**src/rtl/uart_tx_pkg.sv**
```systemverilog
// Shared constants for the UART TX controller: Gray-style FSM state codes,
// parity type encodings and the parity helper.
package uart_tx_pkg;

  localparam logic [2:0] S_IDLE   = 3'b000;
  localparam logic [2:0] S_START  = 3'b001;
  localparam logic [2:0] S_DATA   = 3'b011;
  localparam logic [2:0] S_PARITY = 3'b010;
  localparam logic [2:0] S_STOP1  = 3'b110;
  localparam logic [2:0] S_STOP2  = 3'b111;

  localparam logic PAR_EVEN = 1'b0;
  localparam logic PAR_ODD  = 1'b1;

  // data_xor is the XOR-reduction of the payload; odd parity inverts it
  function automatic logic parity_bit(input logic data_xor, input logic par_typ);
    logic p;
    p = data_xor;
    case (par_typ)
      PAR_EVEN: p = data_xor;
      PAR_ODD:  p = ~data_xor;
    endcase
    return p;
  endfunction

endpackage

```
**src/rtl/uart_tx_serializer.sv**
```systemverilog
// Payload shift register and bit counter for the UART TX controller.
// ser_bit is the next payload bit to put on the line; ser_done flags the last data bit.
module uart_tx_serializer
  import uart_tx_pkg::*;
#(
  parameter int DATA_WIDTH = 8,
  parameter bit MSB_FIRST  = 1'b0
) (
  input  logic                  clk,
  input  logic                  rst_n,
  input  logic                  load,
  input  logic [DATA_WIDTH-1:0] data,
  input  logic                  shift_en,
  input  logic                  cnt_en,
  output logic                  ser_bit,
  output logic                  ser_done
);

  localparam int CNT_W = $clog2(DATA_WIDTH);
  localparam logic [CNT_W-1:0] LAST = CNT_W'(DATA_WIDTH - 1);

  logic [DATA_WIDTH-1:0] shreg;
  logic [CNT_W-1:0]      cnt;

  // Loading also clears the counter, so it sits at 0 on entry to DATA
  always_ff @(posedge clk) begin
    if (!rst_n) begin
      shreg <= '0;
      cnt   <= '0;
    end else if (load) begin
      shreg <= data;
      cnt   <= '0;
    end else begin
      if (shift_en) begin
        if (MSB_FIRST)
          shreg <= {shreg[DATA_WIDTH-2:0], 1'b0};
        else
          shreg <= {1'b0, shreg[DATA_WIDTH-1:1]};
      end
      if (cnt_en)
        cnt <= cnt + CNT_W'(1);
    end
  end

  assign ser_bit  = MSB_FIRST ? shreg[DATA_WIDTH-1] : shreg[0];
  assign ser_done = (cnt == LAST);

endmodule

```
**src/rtl/uart_tx_ctrl_param.sv**
```systemverilog
// UART transmit controller: FSM, config latches, parity and registered TX_OUT/BUSY.
// Define UART_TX_B2B_EN to allow a new frame to start straight out of the last stop bit.
module uart_tx_ctrl_param
  import uart_tx_pkg::*;
#(
  parameter int DATA_WIDTH = 8,
  parameter bit MSB_FIRST  = 1'b0
) (
  input  logic                  CLK,
  input  logic                  RST,
  input  logic [DATA_WIDTH-1:0] P_DATA,
  input  logic                  DATA_VALID,
  input  logic                  PAR_EN,
  input  logic                  PAR_TYP,
  input  logic                  STOP2_EN,
  output logic                  TX_OUT,
  output logic                  BUSY
);

  logic [2:0] state;
  logic       par_en_r;
  logic       stop2_en_r;
  logic       parity_r;
  logic       accept;
  logic       ser_bit;
  logic       ser_done;
  logic       shift_en;
  logic       cnt_en;

`ifdef UART_TX_B2B_EN
  logic last_stop;

  always_comb begin
    last_stop = (state == S_STOP2) || ((state == S_STOP1) && !stop2_en_r);
    accept    = DATA_VALID && ((state == S_IDLE) || last_stop);
  end
`else
  always_comb begin
    accept = DATA_VALID && (state == S_IDLE);
  end
`endif

  // START shifts out bit 0 so the head of the register is always the next bit to send
  assign shift_en = (state == S_START) || (state == S_DATA);
  assign cnt_en   = (state == S_DATA) && !ser_done;

  uart_tx_serializer #(
    .DATA_WIDTH (DATA_WIDTH),
    .MSB_FIRST  (MSB_FIRST)
  ) u_ser (
    .clk      (CLK),
    .rst_n    (RST),
    .load     (accept),
    .data     (P_DATA),
    .shift_en (shift_en),
    .cnt_en   (cnt_en),
    .ser_bit  (ser_bit),
    .ser_done (ser_done)
  );

  always_ff @(posedge CLK) begin
    if (!RST) begin
      state      <= S_IDLE;
      TX_OUT     <= 1'b1;
      BUSY       <= 1'b0;
      par_en_r   <= 1'b0;
      stop2_en_r <= 1'b0;
      parity_r   <= 1'b0;
    end else if (accept) begin
      state      <= S_START;
      TX_OUT     <= 1'b0;
      BUSY       <= 1'b1;
      par_en_r   <= PAR_EN;
      stop2_en_r <= STOP2_EN;
      parity_r   <= parity_bit(^P_DATA, PAR_TYP);
    end else begin
      case (state)
        S_START: begin
          state  <= S_DATA;
          TX_OUT <= ser_bit;
        end
        S_DATA: begin
          if (!ser_done) begin
            TX_OUT <= ser_bit;
          end else if (par_en_r) begin
            state  <= S_PARITY;
            TX_OUT <= parity_r;
          end else begin
            state  <= S_STOP1;
            TX_OUT <= 1'b1;
          end
        end
        S_PARITY: begin
          state  <= S_STOP1;
          TX_OUT <= 1'b1;
        end
        S_STOP1: begin
          TX_OUT <= 1'b1;
          if (stop2_en_r) begin
            state <= S_STOP2;
          end else begin
            state <= S_IDLE;
            BUSY  <= 1'b0;
          end
        end
        // STOP2 exit and any unreachable code both fall back to idle
        default: begin
          state  <= S_IDLE;
          TX_OUT <= 1'b1;
          BUSY   <= 1'b0;
        end
      endcase
    end
  end

endmodule

```
**config.mk**
```make
export PLATFORM = sky130hd
export DESIGN_NAME = uart_tx_ctrl_param
export DESIGN_NICKNAME = d
export VERILOG_FILES = /design/src/rtl/uart_tx_pkg.sv /design/src/rtl/uart_tx_serializer.sv /design/src/rtl/uart_tx_ctrl_param.sv
export SDC_FILE = /design/constraint.sdc
export NUM_CORES = 1
export LEC_CHECK = 0
export CAP_MARGIN = 20
export CORE_AREA = 10 10 63 65
export CTS_CLUSTER_SIZE = 28
export DETAILED_ROUTE_END_ITERATION = 6
export DIE_AREA = 0 0 73 75
export HOLD_SLACK_MARGIN = 0.05
export PLACE_DENSITY = 0.56
export SLEW_MARGIN = 20
export SYNTH_ARGS = -nofsm -noshare
export SYNTH_HDL_FRONTEND = slang
export SYNTH_SLANG_ARGS = --single-unit
```
**constraint.sdc**
```tcl
create_clock -name CLK -period 1.64 [get_ports CLK]
set_input_delay 0.41 -clock CLK [delete_from_list [all_inputs] [get_ports CLK]]
set_output_delay 0.41 -clock CLK [all_outputs]
set_load 0.01 [all_outputs]
```
==> impl_metrics.json <==
{
  "r2r_end": "parity_r",
  "ys.flop_type": "dfxtp_1",
  "start_util_pct": 33.8,
  "irDropWorstVdd_v": 0.000675,
  "hold_start": "u_ser.shreg[2]",
  "layout.cells.non_filler": 157,
  "core_area_um2": 2710,
  "synthToLayoutAreaGrowth_pct": 33.2,
  "via_per_inst": 4.94,
  "final_core_util_pct": 45.1,
  "cts_buffers": 3,
  "wl_per_cell_um": 12.5,
  "async_flop_share_pct": 0,
  "timing.rr.start": "state[0]",
  "gr-total-overflow": 0,
  "critPathRequiredTime_ps": 1840,
  "die_area_um2": 5480,
  "gp_congestion": 0.789,
  "rsz0062_at_grt": "false",
  "hpwl_um": 1600,
  "drtPass1Iterations": 4,
  "nNetsFinal": 143,
  "yosysSeqAreaShare_pct": 41.5,
  "p_sw_mw": 0.294,
  "die_h_um": 75,
  "min_to": "u_ser.shreg[2]",
  "worstPathMaxFanout": 2,
  "design_area_um2": 1220,
  "ios": 16,
  "synth_area_leaders": "dfxtp_1, a21boi_0, nand2_1",
  "grt_pass1_wl_um": 3390,
  "ant_nets": 0,
  "grt_pass1_vias": 802,
  "vias": 776,
  "ys_ff_latch": 19,
  "swShare_pct": 27.6,
  "worstHoldPathCells": 2,
  "yosysWarnings": 0,
  "cts_sinks": 19,
  "postSynthAreaPerCell_um2": 9.17,
  "finalSetupViolCount": 0,
  "grtUsageTotal_pct": 7.80,
  "max_freq_mhz": 635,
  "seqPwrFrac_pct": 50.2,
  "power_frac_comb_pct": 27.8,
  "dpl.cell_count": 153,
  "portBuffers": 15,
  "startpoint_type": "input port",
  "period_share_pct": 96.0,
  "status": "complete, no violations",
  "cts_htree_levels": 1,
  "r2r_slack_ps": 140,
  "synth_top_area_share_pct": 41.5,
  "hold_viol_final": 0,
  "dpl_cell_area_um2": 1180,
  "num_rows": 19,
  "antenna_found_initial": 0,
  "cellLeakagePower_nw": 0.504,
  "synth-edff-count": 0,
  "synthTopCellsByCount": "dfxtp_1, nand2_1, a21boi_0",
  "syn_nets": 116,
  "worst_ep_arrival_time_ps": 1770,
  "cp-end-kind": "flip-flop",
  "clock-root-buffer": "clkbuf_4",
  "synth_area_um2": 917,
  "worst_pin_slew_ps": 331,
  "slew_headroom_pct": 77.9,
  "cts_tree": "yes",
  "path_clk_slew_ps": 100,
  "min_path_type": "flip-flop to flip-flop",
  "cellPowerDensity_nw_per_um2": 872,
  "grt_max_degree": 13,
  "antennaDiodeCount": 0,
  "synth_cell_types": 30,
  "maxSlewViolCount": 0,
  "insertion_delay_ps": 300,
  "syn_inst": 100,
  "drtIter0Drc": 37,
  "wirelength_um": 1960,
  "ctsHoldBuffers": 0,
  "clock_power_share_pct": 22.1,
  "rr_worst_depth": 3,
  "synth_top_area_cell": "dfxtp_1",
  "maxCapViolCount": 0,
  "fin_skew_ps": 3.51,
  "period_needed_ps": 1570,
  "synth.most_common_cell": "dfxtp_1",
  "die_x_um": 73,
  "clock_path_buffers": 2,
  "internal-power_mw": 0.771,
  "layout-drive-gt1-share_pct": 13.5,
  "worstSetupPathType": "input port to flip-flop",
  "drc_errors": 0
}
-- flip-flops by register name, summed over array words and instances (netlist names) --
name and count:
par_en_r 1, state 3, BUSY 1, stop2_en_r 1
TX_OUT 1, parity_r 1, u_ser.shreg 8, u_ser.cnt 3
-- per-stage QoR --
step	power (mW)	setup slack, ps	hold slack (ps)	setup TNS [ps]
after floorplan	0.700	121	435	0
after global placement	0.834	-286	445	-2660
after detailed placement	0.840	-294	456	-2680
after CTS	1.07	23.4	472	0
after global routing	1.13	11.4	499	0
final	1.07	65.5	464	0
-- critical path: stages --
cell and delay, ps:
clkdlybuf4s50_1 500, xor2_1 160, xnor3_1 440, a211o_1 260
-- cells by family (layout without fill, tap and decap cells) --
group | Yosys count | in the layout | share of synthesized area [%]
AND/OR/NAND/NOR | 36 | 36 | 20.9
buffers and inverters | 6 | 32 | 3.41
adder cells (fa/ha/maj) | 2 | 2 | 2.73
multiplexers | 2 | 2 | 2.18
XOR/XNOR | 7 | 7 | 8.19
flip-flops | 19 | 19 | 41.5
AO/OA/AOI/OAI | 28 | 28 | 21.1
-- cell usage in the layout (no fill, tap or decap), types with 3 or more instances in the layout --
master / netlist / final
clkdlybuf4s50_1: 0 / 13
nand2_1: 16 / 16
dfxtp_1: 19 / 19
a22oi_1: 7 / 7
a21boi_0: 10 / 10
buf_4: 0 / 11
a21oi_1: 4 / 4
o21ai_0: 3 / 3
nor2_1: 6 / 6
clkbuf_4: 0 / 3
xnor2_1: 4 / 4
-- power groups by stage --
stage	registers, mW	logic (mW)	clock network [mW]
2_1_floorplan	0.539	0.161	0
3_3_place_gp	0.543	0.291	0
3_5_place_dp	0.543	0.297	0
4_1_cts	0.533	0.297	0.243
5_1_grt	0.541	0.326	0.264
6_report	0.534	0.296	0.235
-- layout make-up --
type	count	area, µm²
Timing Repair Buffer	27	258
Inverter	1	3.75
Clock buffer	4	26.3
Multi-Input combinational cell	75	514
Tap cell	31	38.8
Sequential cell	19	380
Fill cell	287	1490
-- layer usage --
layer,GRT usage [%],wire length (µm),up-vias,part of all wire [%]
met2,13.8,992,8,51
li1,-,-,406,-
met4,2.53,25,0,1.3
met3,3.42,84,4,4.3
met1,8.07,862,358,44
met5,0,0,-,0
-- how the worst max path moves through the flow --
stage | startpoint | cells past startpoint | slack, ps | to
2_1_floorplan | state[1] | 4 | 120 | parity_r
3_3_place_gp | DATA_VALID | 4 | -290 | parity_r
3_5_place_dp | DATA_VALID | 4 | -290 | parity_r
4_1_cts | DATA_VALID | 4 | 20 | parity_r
5_1_grt | P_DATA[4] | 5 | 10 | parity_r
6_report | P_DATA[6] | 4 | 70 | parity_r
-- timing repair --
| item | 4_1_cts | 5_1_grt |
|---|---|---|
| endpoints found under the setup margin | 0 | 3 |
| gates resized for setup | 0 | 3 |
| buffers inserted | 0 | 0 |
| hold endpoints to repair | 0 | 0 |
Note: power is estimated with default switching activity, not from simulation.
